==> src/rtl/obstacle_pkg.sv <==
// Shared types and constants for the obstacle trajectory engine.
// Holds the channel lifecycle enum, the edge bit layout and a saturating clamp.
package obstacle_pkg;

    typedef enum logic [1:0] {
        ACTIVE = 2'd0,
        DYING  = 2'd1,
        DEAD   = 2'd2
    } obst_state_t;

    // Bit positions inside one channel's {Left,Top,Right,Bottom} edge code
    localparam int EDGE_LEFT   = 3;
    localparam int EDGE_TOP    = 2;
    localparam int EDGE_RIGHT  = 1;
    localparam int EDGE_BOTTOM = 0;

    localparam int FRAME_CNT_W = 8;

    function automatic logic signed [31:0] clamp_s32(input logic signed [31:0] v,
                                                     input logic signed [31:0] lo,
                                                     input logic signed [31:0] hi);
        if (v < lo)      return lo;
        else if (v > hi) return hi;
        else             return v;
    endfunction

endpackage

==> src/rtl/obstacle_channel.sv <==
// One obstacle: fixed-point motion with reflection, gravity and saturation,
// sticky edge latching, and the ACTIVE/DYING/DEAD lifecycle.
module obstacle_channel
    import obstacle_pkg::*;
#(
    parameter int FRAC_BITS      = 6,
    parameter int X_MIN          = 30,
    parameter int X_MAX          = 545,
    parameter int Y_MIN          = 30,
    parameter int Y_MAX          = 441,
    parameter int START_X        = 40,
    parameter int START_Y        = 60,
    parameter int START_VX       = 40,
    parameter int START_VY       = 20,
    parameter int Y_ACCEL        = 0,
    parameter int MAX_SPEED      = 400,
    parameter int BLINK_FRAMES   = 16,
    parameter int RESPAWN_FRAMES = 60
) (
    input  logic               clk_i,
    input  logic               rst_ni,
    input  logic               sof_i,
    input  logic               collision_i,
    input  logic [3:0]         hit_edge_i,
    input  logic               shoot_hit_i,
    input  logic               armed_i,
    output logic signed [10:0] x_o,
    output logic signed [10:0] y_o,
    output logic               enable_o,
    output obst_state_t        state_o
);

    localparam int XLO        = X_MIN << FRAC_BITS;
    localparam int XHI        = X_MAX << FRAC_BITS;
    localparam int YLO        = Y_MIN << FRAC_BITS;
    localparam int YHI        = Y_MAX << FRAC_BITS;
    localparam int X_START_FP = START_X << FRAC_BITS;
    localparam int Y_START_FP = START_Y << FRAC_BITS;
    localparam logic [FRAME_CNT_W-1:0] BLINK_LAST = FRAME_CNT_W'(BLINK_FRAMES - 1);
    localparam logic [FRAME_CNT_W-1:0] RESP_LAST  = FRAME_CNT_W'(RESPAWN_FRAMES - 1);

    logic signed [31:0]     pos_x_q, pos_y_q, vx_q, vy_q;
    logic signed [31:0]     pos_x_d, pos_y_d, vx_d, vy_d;
    logic [3:0]             sticky_q;
    obst_state_t            state_q;
    logic [FRAME_CNT_W-1:0] frame_q;
    logic [FRAME_CNT_W-1:0] frame_inc;
    logic                   enable_q;

    assign frame_inc = frame_q + 1'b1;

    // Sign tests use the current speed, so at most one reflection per axis per frame
    always_comb begin
        vx_d = vx_q;
        if (((pos_x_q <= XLO) || sticky_q[EDGE_LEFT]) && (vx_q < 0))
            vx_d = -vx_q;
        else if (((pos_x_q >= XHI) || sticky_q[EDGE_RIGHT]) && (vx_q > 0))
            vx_d = -vx_q;
        vx_d = clamp_s32(vx_d, -MAX_SPEED, MAX_SPEED);

        vy_d = vy_q;
        if (((pos_y_q <= YLO) || sticky_q[EDGE_TOP]) && (vy_q <= 0))
            vy_d = -vy_q;
        else if (((pos_y_q >= YHI) || sticky_q[EDGE_BOTTOM]) && (vy_q >= 0))
            vy_d = -vy_q;
        vy_d = clamp_s32(vy_d + Y_ACCEL, -MAX_SPEED, MAX_SPEED);

        pos_x_d = clamp_s32(pos_x_q + vx_d, XLO, XHI);
        pos_y_d = clamp_s32(pos_y_q + vy_d, YLO, YHI);
    end

    always_ff @(posedge clk_i or negedge rst_ni) begin
        if (!rst_ni) begin
            pos_x_q  <= X_START_FP;
            pos_y_q  <= Y_START_FP;
            vx_q     <= START_VX;
            vy_q     <= START_VY;
            sticky_q <= '0;
            state_q  <= ACTIVE;
            frame_q  <= '0;
            enable_q <= 1'b1;
        end else begin
            // A collision arriving on the frame cycle itself survives into the next frame
            if (sof_i)
                sticky_q <= collision_i ? hit_edge_i : 4'b0000;
            else if (collision_i)
                sticky_q <= sticky_q | hit_edge_i;

            if (sof_i && (state_q != DEAD)) begin
                pos_x_q <= pos_x_d;
                pos_y_q <= pos_y_d;
                vx_q    <= vx_d;
                vy_q    <= vy_d;
            end

            if (sof_i)
                frame_q <= frame_inc;

            case (state_q)
                ACTIVE: begin
                    if (shoot_hit_i && armed_i) begin
                        state_q  <= DYING;
                        frame_q  <= '0;
                        enable_q <= 1'b0;
                    end
                end
                DYING: begin
                    if (sof_i) begin
                        if (frame_q == BLINK_LAST) begin
                            state_q  <= DEAD;
                            frame_q  <= '0;
                            enable_q <= 1'b0;
                        end else begin
                            enable_q <= frame_inc[1];
                        end
                    end
                end
                DEAD: begin
                    if (sof_i && (RESPAWN_FRAMES != 0) && (frame_q == RESP_LAST)) begin
                        state_q  <= ACTIVE;
                        frame_q  <= '0;
                        enable_q <= 1'b1;
                        pos_x_q  <= X_START_FP;
                        pos_y_q  <= Y_START_FP;
                        vx_q     <= START_VX;
                        vy_q     <= START_VY;
                        sticky_q <= '0;
                    end
                end
                default: state_q <= ACTIVE;
            endcase
        end
    end

    assign x_o      = 11'(pos_x_q >>> FRAC_BITS);
    assign y_o      = 11'(pos_y_q >>> FRAC_BITS);
    assign enable_o = enable_q;
    assign state_o  = state_q;

endmodule

==> src/rtl/obstacle_field_ctrl.sv <==
// Multi-channel obstacle engine: NUM_OBST independent channels plus the shared
// arm counter, alive popcount and the all-cleared pulse.
module obstacle_field_ctrl
    import obstacle_pkg::*;
#(
    parameter int NUM_OBST       = 4,
    parameter int FRAC_BITS      = 6,
    parameter int X_MIN          = 30,
    parameter int X_MAX          = 545,
    parameter int Y_MIN          = 30,
    parameter int Y_MAX          = 441,
    parameter int INIT_X         = 40,
    parameter int X_STRIDE       = 128,
    parameter int INIT_Y         = 60,
    parameter int INIT_XSPEED    = 40,
    parameter int INIT_YSPEED    = 20,
    parameter int Y_ACCEL        = 0,
    parameter int MAX_SPEED      = 400,
    parameter int BLINK_FRAMES   = 16,
    parameter int RESPAWN_FRAMES = 60
) (
    input  logic                     clk,
    input  logic                     resetN,
    input  logic                     startOfFrame,
    input  logic [NUM_OBST-1:0]      collision,
    input  logic [4*NUM_OBST-1:0]    HitEdgeCode,
    input  logic [NUM_OBST-1:0]      shootHit,
    output logic [11*NUM_OBST-1:0]   topLeftX,
    output logic [11*NUM_OBST-1:0]   topLeftY,
    output logic [NUM_OBST-1:0]      enable_obstacle,
    output logic [3:0]               alive_count,
    output logic                     all_cleared
);

    logic [1:0]  arm_cnt_q;
    logic        armed;
    logic        alive_zero_q;
    logic        all_cleared_q;
    obst_state_t state_w [NUM_OBST];

    // Shots in the first two clocks after reset are ignored
    assign armed = (arm_cnt_q == 2'd2);

    for (genvar g = 0; g < NUM_OBST; g++) begin : g_ch
        obstacle_channel #(
            .FRAC_BITS      (FRAC_BITS),
            .X_MIN          (X_MIN),
            .X_MAX          (X_MAX),
            .Y_MIN          (Y_MIN),
            .Y_MAX          (Y_MAX),
            .START_X        (INIT_X + g * X_STRIDE),
            .START_Y        (INIT_Y),
            .START_VX       ((g % 2 == 0) ? INIT_XSPEED : -INIT_XSPEED),
            .START_VY       (INIT_YSPEED),
            .Y_ACCEL        (Y_ACCEL),
            .MAX_SPEED      (MAX_SPEED),
            .BLINK_FRAMES   (BLINK_FRAMES),
            .RESPAWN_FRAMES (RESPAWN_FRAMES)
        ) u_ch (
            .clk_i       (clk),
            .rst_ni      (resetN),
            .sof_i       (startOfFrame),
            .collision_i (collision[g]),
            .hit_edge_i  (HitEdgeCode[4*g +: 4]),
            .shoot_hit_i (shootHit[g]),
            .armed_i     (armed),
            .x_o         (topLeftX[11*g +: 11]),
            .y_o         (topLeftY[11*g +: 11]),
            .enable_o    (enable_obstacle[g]),
            .state_o     (state_w[g])
        );
    end

    always_comb begin
        alive_count = '0;
        for (int i = 0; i < NUM_OBST; i++)
            if (state_w[i] == ACTIVE)
                alive_count = alive_count + 4'd1;
    end

    always_ff @(posedge clk or negedge resetN) begin
        if (!resetN) begin
            arm_cnt_q     <= '0;
            alive_zero_q  <= 1'b0;
            all_cleared_q <= 1'b0;
        end else begin
            if (!armed)
                arm_cnt_q <= arm_cnt_q + 2'd1;
            alive_zero_q  <= (alive_count == 4'd0);
            all_cleared_q <= (alive_count == 4'd0) && !alive_zero_q;
        end
    end

    assign all_cleared = all_cleared_q;

endmodule

==> config.mk <==
export PLATFORM = sky130hd
export DESIGN_NAME = obstacle_field_ctrl
export DESIGN_NICKNAME = d
export VERILOG_FILES = /design/src/rtl/obstacle_pkg.sv /design/src/rtl/obstacle_channel.sv /design/src/rtl/obstacle_field_ctrl.sv
export SDC_FILE = /design/constraint.sdc
export NUM_CORES = 2
export LEC_CHECK = 0
export ABC_AREA = 1
export BUFFER_PORTS_ARGS = -buffer_cell sky130_fd_sc_hd__clkbuf_2
export CAP_MARGIN = 20
export CELL_PAD_IN_SITES_DETAIL_PLACEMENT = 1
export CELL_PAD_IN_SITES_GLOBAL_PLACEMENT = 2
export CORE_AREA = 4 4 441 443
export DETAILED_ROUTE_END_ITERATION = 8
export DIE_AREA = 0 0 445 447
export GPL_TIMING_DRIVEN = 1
export PLACE_DENSITY_LB_ADDON = 0.1
export SLEW_MARGIN = 25
export SYNTH_ARGS = -nofsm -noshare
export SYNTH_HDL_FRONTEND = slang
export SYNTH_SLANG_ARGS = --single-unit
==> constraint.sdc <==
create_clock -name clk -period 12.1 [get_ports clk]
set_clock_uncertainty 0.05 [all_clocks]
set_input_delay 2.42 -clock clk [delete_from_list [all_inputs] [get_ports clk]]
set_output_delay 2.42 -clock clk [all_outputs]
set_load 0.01 [all_outputs]
Word level (Yosys, flattened, before mapping)
Index checks and enable logic that the tools add are counted.
{ "op_classes": {"n_addsub": 24, "order_cmp": 64, "n_eq_ne": 37, "muxes": 184, "bitwise_logic": 4, "reduce_logical": 63} }
{ "ops": {"columns": ["op", "count"], "rows": [
  ["2-to-1 mux 32 bit", 96],
  ["adder 32 bit", 8],
  ["> comparator 32 x 10 -> 1 bit, second input constant", 8],
  ["<= comparator 32 x 12 -> 1 bit, second input constant", 8],
  ["less-than comparator 32 x 10 -> 1 bit, second input constant", 8],
  ["less-than comparator 32 x 12 -> 1 bit, second input constant", 8],
  ["negation 32 bit", 8],
  ["2-to-1 mux 8 bit", 20],
  [">= comparator 32 x 1 -> 1 bit, second input constant", 4],
  [">= comparator 32 x 16 -> 1 bit, second input constant", 4],
  [">= comparator 32 x 17 -> 1 bit, second input constant", 4],
  ["> comparator 32 x 1 -> 1 bit, second input constant", 4],
  ["> comparator 32 x 16 -> 1 bit, second input constant", 4],
  ["> comparator 32 x 17 -> 1 bit, second input constant", 4],
  ["<= comparator 32 x 1 -> 1 bit, second input constant", 4],
  ["less-than comparator 32 x 1 -> 1 bit, second input constant", 4],
  ["one-hot mux 8 bit (3 select lines)", 4],
  ["2-to-1 mux 4 bit", 23],
  ["adder 8 x 1 -> 8 bit, second input constant", 4],
  ["== test 8 x 4 -> 1 bit, second input constant", 4],
  ["== test 8 x 6 -> 1 bit, second input constant", 4],
  ["2-to-1 mux 2 bit", 16],
  ["AND reduction 4 bit", 8],
  ["logical AND 1 bit", 29],
  ["other kinds (15)", 88]
]} }
{ "word_totals": {"regBits": 576, "wordCells": 411} }

Logic depth before layout (Yosys ltp)
{ "logic_depth": {"depth_word": 15, "depth_mapped": 48} }

Hierarchy
From an unflattened synthesis, not the netlist that was laid out.
{ "unflattened": {"cells_unflattened": 9571, "area_unflattened_um2": 58377.2} }
{ "by_module_without_submodules": {"columns": ["module", "instances", "cells_each", "area_per_inst_um2"], "rows": [
  ["obstacle_channel at g_ch[0].u_ch", 1, 2449, 14654.1],
  ["obstacle_channel at g_ch[2].u_ch", 1, 2364, 14476.4],
  ["obstacle_channel at g_ch[3].u_ch", 1, 2371, 14475.1],
  ["obstacle_channel at g_ch[1].u_ch", 1, 2332, 14402.6],
  ["obstacle_field_ctrl", 1, 55, 369.1]
]} }

Worst setup path before layout
No wires, ideal clock.
{ "synth_timing": {"path_type": "reg2reg", "startpoint": "reg g_ch[2].u_ch.vx_q[0]", "endpoint": "reg g_ch[2].u_ch.pos_x_q[6]", "arrival_ns": 4.866, "required_ns": 11.933, "path_slack_ns": 7.067, "stages_incl_launch_ff": 42, "period_less_slack_ns": 5.033, "path_cell_list": "dfrtp_1 -> inv_1 -> ha_1 -> buf_2 -> nand2_2 -> nor2_4 -> nand2_2 -> nor2_4 -> nor2_4 -> nand2_4 -> buf_6 -> nand2_1 -> nand2_1 -> a21oi_1 -> or2_0 -> nor2_1 -> nand2_1 -> nor2_1 -> [6 not listed] -> inv_1 -> fa_1 -> o21ai_1 -> nand2_1 -> nand2_1 -> a21oi_1 -> o21ai_0 -> nand2_1 -> nand2_1 -> nand2_1 -> a21oi_1 -> nand3_1 -> nor2_2 -> nand4_2 -> nand2_1 -> nand2_1 -> nand2_1 -> nand2_1"} }
{ "synth_via": {"elab_chain_cells": 14, "word_cells_on_any_way": 19} }
{ "synth_lines": {"columns": ["item", "line_no", "rtl"], "rows": [
  ["start: declaration", "obstacle_channel.sv:42", "logic signed [31:0] pos_x_q, pos_y_q, vx_q, vy_q;"],
  ["start signal: assignment", "obstacle_channel.sv:92", "vx_q <= vx_d;"],
  ["> comparator 32 x 1 -> 1 bit", "obstacle_channel.sv:57", "else if (((pos_x_q >= XHI) || sticky_q[EDGE_RIGHT]) && (vx_q > 0))"],
  ["logical AND 1 bit", "obstacle_channel.sv:57", null],
  ["2-to-1 mux 32 bit", "obstacle_channel.sv:57", null],
  ["2-to-1 mux 32 bit (*)", "obstacle_channel.sv:55", "if (((pos_x_q <= XLO) || sticky_q[EDGE_LEFT]) && (vx_q < 0))"],
  ["> comparator 32 x 10 -> 1 bit", "obstacle_pkg.sv:23", "else if (v > hi) return hi;"],
  ["2-to-1 mux 32 bit", "obstacle_pkg.sv:23", null],
  ["2-to-1 mux 32 bit (*)", "obstacle_pkg.sv:22", "if (v < lo) return lo;"],
  ["adder 32 bit (*)", "obstacle_channel.sv:68", "pos_x_d = clamp_s32(pos_x_q + vx_d, XLO, XHI);"],
  ["> comparator 32 x 17 -> 1 bit", "obstacle_pkg.sv:23", null],
  ["2-to-1 mux 32 bit", "obstacle_pkg.sv:23", null],
  ["2-to-1 mux 32 bit (*)", "obstacle_pkg.sv:22", null],
  ["2-to-1 mux 32 bit (*)", "obstacle_channel.sv:89", "if (sof_i && (state_q != DEAD)) begin"],
  ["2-to-1 mux 32 bit", "obstacle_channel.sv:119", "if (sof_i && (RESPAWN_FRAMES != 0) && (frame_q == RESP_LAST)) begin"],
  ["2-to-1 mux 32 bit (*)", "obstacle_channel.sv:99", "case (state_q)"],
  ["end signal: assignment", "obstacle_channel.sv:90", "pos_x_q <= pos_x_d;"],
  ["end: declaration", "obstacle_channel.sv:42", null]
]} }
Mark *: on every way between the ends. The rest lies on a longest branch, timed or not.
A chain may end at the register's enable or synchronous reset.

Final worst setup path
{ "layout_timing": {"startpoint": "reg g_ch[1].u_ch.pos_y_q[15]", "endpoint": "reg g_ch[1].u_ch.pos_y_q[2]"} }
{ "layout_via": {"elab_chain_cells": 15, "word_cells_on_any_way": 20} }
{ "layout_lines": {"columns": ["item", "line_no", "rtl"], "rows": [
  ["start: declaration", "obstacle_channel.sv:42", null],
  ["start signal: assignment", "obstacle_channel.sv:91", "pos_y_q <= pos_y_d;"],
  [">= comparator 32 x 16 -> 1 bit", "obstacle_channel.sv:64", "else if (((pos_y_q >= YHI) || sticky_q[EDGE_BOTTOM]) && (vy_q >= 0))"],
  ["logical OR 1 bit", "obstacle_channel.sv:64", null],
  ["logical AND 1 bit", "obstacle_channel.sv:64", null],
  ["2-to-1 mux 32 bit", "obstacle_channel.sv:64", null],
  ["2-to-1 mux 32 bit", "obstacle_channel.sv:62", "if (((pos_y_q <= YLO) || sticky_q[EDGE_TOP]) && (vy_q <= 0))"],
  ["> comparator 32 x 10 -> 1 bit", "obstacle_pkg.sv:23", null],
  ["2-to-1 mux 32 bit", "obstacle_pkg.sv:23", null],
  ["2-to-1 mux 32 bit", "obstacle_pkg.sv:22", null],
  ["adder 32 bit (*)", "obstacle_channel.sv:69", "pos_y_d = clamp_s32(pos_y_q + vy_d, YLO, YHI);"],
  ["> comparator 32 x 16 -> 1 bit", "obstacle_pkg.sv:23", null],
  ["2-to-1 mux 32 bit", "obstacle_pkg.sv:23", null],
  ["2-to-1 mux 32 bit (*)", "obstacle_pkg.sv:22", null],
  ["2-to-1 mux 32 bit (*)", "obstacle_channel.sv:89", null],
  ["2-to-1 mux 32 bit", "obstacle_channel.sv:119", null],
  ["2-to-1 mux 32 bit (*)", "obstacle_channel.sv:99", null]
]} }
Marks and branches as above.

==> impl_metrics.yaml <==
status:
  status: "completed"
drt:
  first_pass_iters: 5
  antenna_left: 0
  drc: 0
  vias: 58030
  via_per_inst: 4.905
  routedWlPerCell_um: 18.21
  first_iter_violations: 2788
  wl_um: 215400
sta:
  fin_crit_sh: 0.6371
  fin_crit_ps: 7709
  slew_headroom: 0.3333
  tns_ps: 0
  worst_pin_slew_ps: 993.9
  fmax_mhz: 129.7
  finalSetupViolations: 0
  finalHoldViolations: 0
  rsz0062_at_grt: "false"
  report.final.slew_viol_count: 0
power:
  power_frac_seq: 0.168
  intPower_mw: 8.341
  p_switching_mw: 11.54
  swShare: 0.5804
  ir_drop_mv: 0.1831
  clockPowerShare: 0.131
  pwr-share-comb: 0.701
  power_per_cell_area_nw_per_um2: 320.1
  power_leakage_nw: 32.95
  finalPower_mw: 19.88
logic_synthesis:
  netlist_area_um2: 56920
  syn_avg_cell_area_um2: 6.125
  synth_cells: 9293
  yosysTopAreaCell: "dfrtp_1"
  synth_top_area_share: 0.2093
  synth_area_leaders: "dfrtp_1, nand2_1, nor2_1, inv_1, ha_1"
  async_reset_ff_frac: 1.000
  synth_edf_count: 0
  ys_warn_count: 0
  synth_cell_types: 71
  synth_nets: 9612
  synth_seq_area_share: 0.2554
  synth_top_flop_cell: "dfrtp_1"
  synth-seq-cells: 576
placement:
  hpwl_um: 170300
  placed_cell_area_um2: 59230
  placed_cells: 11670
  port_buffers: 122
  gp_congestion: 0.8602
cells_and_area:
  finalNonFillerCells: 11830
  area_growth_pct: 9.093
  final_nets: 9563
  fin_area_um2: 62100
  drive_gt1_frac: 0.06634
  utilization: 0.3269
floorplan:
  initial_core_util: 0.2996
  die_h_um: 447
  die-area_um2: 198900
  coreArea_um2: 190000
  fp-row-count: 160
  die_x_um: 445
  io_pins: 124
clock_tree:
  cts.path.max_buffers: 3
  clock_latency_ps: 710
  cts_sinks: 576
  hold_buffers: 0
  htreeDepth: 3
  post_cts_resized: 0
  tritoncts: "built"
  path_clk_slew_ps: 50
  post_cts_buffers: 0
  cts_buffers: 84
  cts_root_buf: "clkbuf_16"
global_route:
  grt_max_degree: 114
  grt_pass1_vias: 60580
  grt_pass1_wl_um: 344100
  overflow: 0
  grtUsageTotal: 0.2134
  grt_antenna_before_repair: 2
worst_setup_path:
  worstPathRequired_ps: 12670
  reg2reg_setup_slack_ps: 4390
  crit_fanout: 37
  crit_arrival_ps: 8280
  slowest_delay_ps: 720
  critical_path.endpoint_type: "register"
  cp_common_cell: "nand2_1"
  startpoint_type: "register"
  worstSetupPathType: "reg -> reg"
  cpMaxStageDelayCell: "nand3_1"
flow_run:
  cap_violations: 0
hold_path:
  hold_path_class: "reg -> reg"
## final cells by class
cell class	instances	area, um2
fillers	24740	127900
multi-input cells	7123	35780
flip-flops and latches	576	14540
inverters	1305	4900
well taps	2511	3142
clock buffers	135	2577
repair buffers	154	877.1
clock inverters	23	284.0
diodes	2	5.005
## flip-flops by register name, summed over array words and instances (netlist names)
name and flops:
g_ch.u_ch.vy_q 128, g_ch.u_ch.enable_o 4, g_ch.u_ch.frame_q 32, g_ch.u_ch.pos_y_q 128, g_ch.u_ch.state_o 8, alive_zero_q 1, all_cleared 1, g_ch.u_ch.vx_q 128
arm_cnt_q 2, g_ch.u_ch.pos_x_q 128, g_ch.u_ch.sticky_q 16
## placed cells by master (no fill, tap or decap), types with 26 or more instances in the layout
master,instances
nand2_1,2694
nor2_1,1327
inv_1,1276
nand3_1,689
a21oi_1,481
dfrtp_1,476
o21ai_0,449
ha_1,284
xor2_1,218
nand4_1,208
clkbuf_2,121
nor3_1,103
nand3b_1,101
dfstp_2,100
xnor2_1,99
clkbuf_16,87
nand2_2,41
nor2_2,41
a21o_1,36
or2_2,33
o21ai_1,31
buf_4,30
o21bai_1,27
clkbuf_1,26
## synth_stat cells, types with 31 or more instances
| master | n |
|---|---|
| nand2_1 | 2696 |
| nor2_1 | 1335 |
| inv_1 | 1279 |
| nand3_1 | 689 |
| a21oi_1 | 481 |
| dfrtp_1 | 476 |
| o21ai_0 | 449 |
| ha_1 | 284 |
| xor2_1 | 218 |
| nand4_1 | 208 |
| buf_4 | 111 |
| clkbuf_1 | 106 |
| nor3_1 | 103 |
| nand3b_1 | 101 |
| dfstp_2 | 100 |
| xnor2_1 | 99 |
| nand2_2 | 39 |
| buf_2 | 38 |
| a21o_1 | 36 |
| nor2_2 | 35 |
| or2_2 | 33 |
| o21ai_1 | 31 |
## path summary, 6_finish.rpt
kind                                       endpoint  cells after the start                startpoint
setup / recovery            g_ch[1].u_ch.pos_y_q[2]                     34  g_ch[1].u_ch.pos_y_q[15]
hold / removal                          all_cleared                      1              alive_zero_q
setup reg to reg            g_ch[1].u_ch.pos_y_q[2]                     34  g_ch[1].u_ch.pos_y_q[15]
hold reg to reg                         all_cleared                      1              alive_zero_q
max in group asynchronous  g_ch[0].u_ch.pos_y_q[22]                      3                    resetN
min in group asynchronous  g_ch[3].u_ch.pos_x_q[25]                      1                    resetN
## critical path, delay by kind of cell, from the launching register on
family	cells	cell delay (ps)
AND/OR/NAND/NOR	24	5000
AO/OA/AOI/OAI	5	1150
buffers and inverters	2	140
adder cells (fa/ha/maj)	1	330
XOR/XNOR	2	520
flip-flops	1	410
## logic make-up (layout without fill, tap and decap cells)
family | after synthesis | after routing | synth area share
AO/OA/AOI/OAI | 1154 | 1154 | 0.1106
adder cells (fa/ha/maj) | 292 | 292 | 0.06524
other | 1 | 3 | 0.00006588
buffers and inverters | 1594 | 1617 | 0.1167
XOR/XNOR | 321 | 321 | 0.04992
AND/OR/NAND/NOR | 5355 | 5355 | 0.4021
flip-flops | 576 | 576 | 0.2554
## layer usage
metal,share of wire,vias to the layer above,GRT usage
met5,0,-,0
met4,0.022,0,0.04907
met3,0.020,199,0.01887
met2,0.47,530,0.3642
met1,0.49,27900,0.2919
li1,-,29400,-
## metrics by stage
stage                     worst slack (ps)  hold WS, ps
after floorplan                       7067        335.7
after global placement                4395        349.0
after detailed placement              4202        353.4
after CTS                             4162        360.6
after global routing                  3356        398.0
final                                 4391        362.5
## power groups by stage
stage          Clock, mW  Sequential [mW]  Combinational, mW
5_1_grt             2.78             3.44               15.9
3_5_place_dp           0             3.38               14.0
3_3_place_gp           0             3.37               13.9
4_1_cts             2.71             3.36               14.1
6_report            2.60             3.34               13.9
2_1_floorplan          0             3.06               10.4
No activity file was read; power rests on OpenSTA's default activity.
